### src/rtl/rr_arbiter.sv
// Four-way (parameterisable) round-robin arbiter with grant locking and a hold-timeout.
// The registered one-hot grant feeds a downstream one-hot-to-binary encoder.
module rr_arbiter #(
  parameter int N       = 4,
  parameter int TIMEOUT = 8,
  parameter int CW      = 8
) (
  input  logic         clk,
  input  logic         rst_n,
  input  logic [N-1:0] req,
  input  logic         ack,
  output logic [N-1:0] gnt,
  output logic         busy,
  output logic         timeout
);

  localparam int PW = (N > 1) ? $clog2(N) : 1;

  typedef enum logic {IDLE, GRANT} state_t;

  state_t        state_q, state_d;
  logic [N-1:0]  gnt_q, gnt_d;
  logic [PW-1:0] idx_q, idx_d;
  logic [PW-1:0] ptr_q, ptr_d;
  logic [CW-1:0] hold_cnt_q, hold_cnt_d;
  logic          timeout_q, timeout_d;

  logic          found;
  logic [PW-1:0] win_idx;
  logic [PW-1:0] cand;
  logic [N-1:0]  win_onehot;
  logic          release_now;

  // Search starts at ptr and wraps; the first set request wins.
  always_comb begin
    found   = 1'b0;
    win_idx = '0;
    cand    = '0;
    for (int i = 0; i < N; i++) begin
      cand = PW'((int'(ptr_q) + i) % N);
      if (!found && req[cand]) begin
        found   = 1'b1;
        win_idx = cand;
      end
    end
  end

  for (genvar gi = 0; gi < N; gi++) begin : g_onehot
    assign win_onehot[gi] = found && (win_idx == PW'(gi));
  end

  assign release_now = ack || (hold_cnt_q == CW'(TIMEOUT - 1));

  always_comb begin
    state_d    = state_q;
    gnt_d      = gnt_q;
    idx_d      = idx_q;
    ptr_d      = ptr_q;
    hold_cnt_d = hold_cnt_q;
    timeout_d  = 1'b0;
    case (state_q)
      IDLE: begin
        if (found) begin
          gnt_d      = win_onehot;
          idx_d      = win_idx;
          hold_cnt_d = '0;
          state_d    = GRANT;
        end
      end
      GRANT: begin
        if (release_now) begin
          gnt_d     = '0;
          state_d   = IDLE;
          ptr_d     = (idx_q == PW'(N - 1)) ? '0 : idx_q + PW'(1);
          // ack takes precedence, so a simultaneous expiry is not reported
          timeout_d = !ack;
        end else begin
          hold_cnt_d = hold_cnt_q + CW'(1);
        end
      end
      default: state_d = IDLE;
    endcase
  end

  always_ff @(posedge clk) begin
    if (!rst_n) begin
      state_q    <= IDLE;
      gnt_q      <= '0;
      idx_q      <= '0;
      ptr_q      <= '0;
      hold_cnt_q <= '0;
      timeout_q  <= 1'b0;
    end else begin
      state_q    <= state_d;
      gnt_q      <= gnt_d;
      idx_q      <= idx_d;
      ptr_q      <= ptr_d;
      hold_cnt_q <= hold_cnt_d;
      timeout_q  <= timeout_d;
    end
  end

  assign gnt     = gnt_q;
  assign busy    = |gnt_q;
  assign timeout = timeout_q;

endmodule

### config.mk
export PLATFORM = sky130hd
export DESIGN_NAME = rr_arbiter
export DESIGN_NICKNAME = d
export VERILOG_FILES = /design/src/rtl/rr_arbiter.sv
export SDC_FILE = /design/constraint.sdc
export NUM_CORES = 1
export LEC_CHECK = 0
export CAP_MARGIN = 20
export CORE_MARGIN = 10
export CORE_UTILIZATION = 50
export DETAILED_ROUTE_END_ITERATION = 8
export DONT_BUFFER_PORTS = 1
export PLACE_DENSITY = 0.75
export SLEW_MARGIN = 20
export SYNTH_ARGS = -nofsm -noshare
export SYNTH_HDL_FRONTEND = slang
export SYNTH_SLANG_ARGS = --single-unit
export TNS_END_PERCENT = 1
### constraint.sdc
create_clock -name clk -period 2.7 [get_ports clk]
set_input_delay 0.27 -clock clk [delete_from_list [all_inputs] [get_ports clk]]
set_output_delay 0.27 -clock clk [all_outputs]
set_load 0.005 [all_outputs]
==> summary by stage <==
Final layout
Excluding fillers, the count of instances in the completed layout stands at approximately 140. In the final layout, flip-flops and latches occupy 360 um2. The total area of multi-input combinational cells is roughly 560 um2. The final layout contains between 100 and 150 nets. The area growth from synthesis to layout is 4.12%. The total inserted antenna cells is 0. The fill cell instance count of the final layout is 180. Of the cells placed in the final design, the portion with a size suffix greater than 1 is 9.91%.

Clocking
The clock network latency to the later pin of the worst-skew pair is just under 300 ps. The clock buffer count from CTS is 3. Clock tree synthesis selected as its root buffer the cell clkbuf_4.

The clock-pin transition on the worst setup and hold timing paths is 100 ps. The CTS H-tree depth is 1. In this run, post-CTS hold repair placed 0 buffers.

The CTS tree is built. CTS saw 18 sinks. The setup fix buffers added after clock tree synthesis is 0. No sink is reached through more buffers than the 2 on the longest clock path. The post-cts repair resize count is 0.

Placement
The number of I/O port buffers is 0. After detailed placement, the design holds a cell count of 132. The post-DP HPWL is 1590 um. The last weighted congestion value of the routability-driven placer is 0.748.

GRT
Entering global routing, the biggest net connects 20 pins. The total grt overflow is 0. The global-route wire length before repair is 3500 um.

The via count of the first global-routing pass was 776. The initial antenna violation count was 0. The combined global-route utilization of all metal layers is 10.2%.

Timing
The slew at the pin closest to its max-slew limit is 471 ps. Setup violations remaining at the end of the flow were counted as 0. Adding up every negative setup slack in the final design gives 0 ps. The number of pins with negative max-slew slack in the final report is 0. Static timing analysis puts the maximum clock frequency at 553 MHz. After layout, the worst path uses 66.9% of the clock period.

The final-layout worst hold slack is 39.1 ps. In this run the tightest slew margin relative to its limit is between 60% and 70%. The final period demand of the worst path is roughly 1800 ps. Setup repair after global routing left no endpoint under its margin.

The clock arrives with between 0.3 and 0.4 ps of skew. The hold violation total from the final report is 0.

Floorplan
The chip height is 64.1 um. The floorplan step set the die width to 64.1 um. The starting utilization of the core area is 54.5%. The die covers 4100 um2. 13 I/O pins were placed.

The site row count is 15. The core area is 1780 um2.

Outcome
The run finished with clean final reports.

Critical path
The required time at the worst-slack endpoint is 2920 ps. Data arrives at the worst endpoint at 2030 ps. STA classifies the critical path startpoint as a flip-flop. The worst setup path is of the reg2reg kind. STA classifies the critical path endpoint as a flip-flop. Along the worst path, the maximum fanout reaches 10.

Synthesis
The Yosys step of the flow raised 0 warnings. The biggest area contributor in the post-synthesis netlist is dfxtp_1. The total nets after synthesis is 120.

Summed over its instances, the top area cell type makes up between 30% and 40% of the synthesized netlist area. The number of enable-type register cells in the synthesized netlist is 0. The number of different library cells used by synthesis comes to between 40 and 50. The total of flip-flops plus latches after synthesis is 18. The instance count of the mapped netlist is 111. After synthesis, the most frequently instantiated cells are dfxtp_1 (18), nand2_1 (11), nor2_1 (8), inv_1 (6), nand3_1 (6).

In the synthesized netlist the dominant register cell turns out to be dfxtp_1. For this run, asynchronously set or reset flops after synthesis account for 0%. The average instance in the mapped netlist occupies ~8.7 um2. By area the synthesized netlist is led by dfxtp_1 (37%), nand2_1 (4.3%), o32ai_1 (3.6%). The part of the Yosys area used for sequential elements is 37.1%.

The post-synthesis instance area is 971 um2. The leading cell type by number of instances after synthesis is dfxtp_1.

Routing
The vias per cell is 6.05. The detail route stage leaves a number of antenna-violating nets equal to 0. The final route contains 823 vias.

After the first detailed-routing iteration, the DRC count stood at 60. For this block, the routed nets add up to 2010 um of wire. The count of TritonRoute iterations in the first routing pass is 4. The count of unresolved DRC violations after routing is 0.

In the final routed layout, each cell accounts on average for 14.7 um.

Pwr
The worst ir drop on vdd is 0.320 mV. For this design the static power due to leakage is 0.326 nW. The power density relative to cell area is between 500 and 600 nW/um2.

Run
The tool flagged a number of max-cap violations equal to 0.

Min path
The path class of the tightest hold or removal check is in2reg.
power breakdown:
part / internal, mW / switching (mW) / total (mW)
Combinational: 0.0242 / 0.0351 / 0.0593
Sequential: 0.276 / 0.00979 / 0.286
Clock: 0.0822 / 0.0814 / 0.164
Total: 0.382 / 0.126 / 0.509
stage by stage:
stage	util [%]	worst slack [ps]	total power, mW	area [um2]
floorplan	-	1090	0.342	971
global placement	54.7	999	0.349	975
detailed placement	54.7	920	0.352	975
CTS	56.7	894	0.511	1010
global route	56.7	721	0.535	1010
finish	56.7	892	0.509	1010
flip-flops by register name (all words and copies together) (netlist names):
| signal | cells |
|---|---|
| gnt | 4 |
| hold_cnt_q | 8 |
| idx_q | 2 |
| ptr_q | 2 |
| state_q | 1 |
| timeout | 1 |
cell usage in the layout, fill, tap and decap left out, types with 2 or more instances in the layout:
cell and count:
inv_1 6, ha_1 2, or4_1 2, o21ai_0 3, nor4_1 2, a21oi_1 5
and2_1 2, dfxtp_1 18, nand3b_1 2, nor2_1 8, o211ai_1 2, clkbuf_4 3
or3_1 2, nor2b_1 2, o32ai_1 4, nor3_1 3, a31oi_2 2, nand2_1 11
nand2b_1 3, xnor2_1 2, nand3_1 6, or3b_2 2, nand4b_1 3
cell type report:
| class | instances | share of cell area, % |
|---|---|---|
| multi-input cells | 83 | 55.4 |
| clock buffers | 4 | 3.59 |
| well taps | 25 | 3.09 |
| flip-flops and latches | 18 | 35.6 |
| inverters | 6 | 2.23 |
metal layers:
layer,up-vias,wire length (um),track usage (%)
met5,-,0,0
met4,0,32,4.37
met3,5,171,3.14
met2,25,873,16.2
met1,377,927,12.3
li1,416,-,-
final timing paths:
kind                  from            end  slack [ps]  cells after the start
max          hold_cnt_q[0]  hold_cnt_q[6]         890                      5
min                    ack        timeout          40                      1
max reg2reg  hold_cnt_q[0]  hold_cnt_q[6]         890                      5
min reg2reg       idx_q[1]       idx_q[1]         480                      2
critical path: stages, from the launching register on:
cell and delay (ps):
dfxtp_1 360, ha_1 230, nor4b_4 150, a31oi_2 430, or3b_2 480, o211ai_1 90
cells by family after synthesis:
kind of cell | after synthesis | synth area share [%]
adder cells (fa/ha/maj) | 2 | 2.58
AO/OA/AOI/OAI | 25 | 19.6
XOR/XNOR | 3 | 2.71
buffers and inverters | 10 | 5.15
AND/OR/NAND/NOR | 52 | 31.8
flip-flops | 18 | 37.1
multiplexers | 1 | 1.03
No activity file was read; power rests on OpenSTA's default activity.
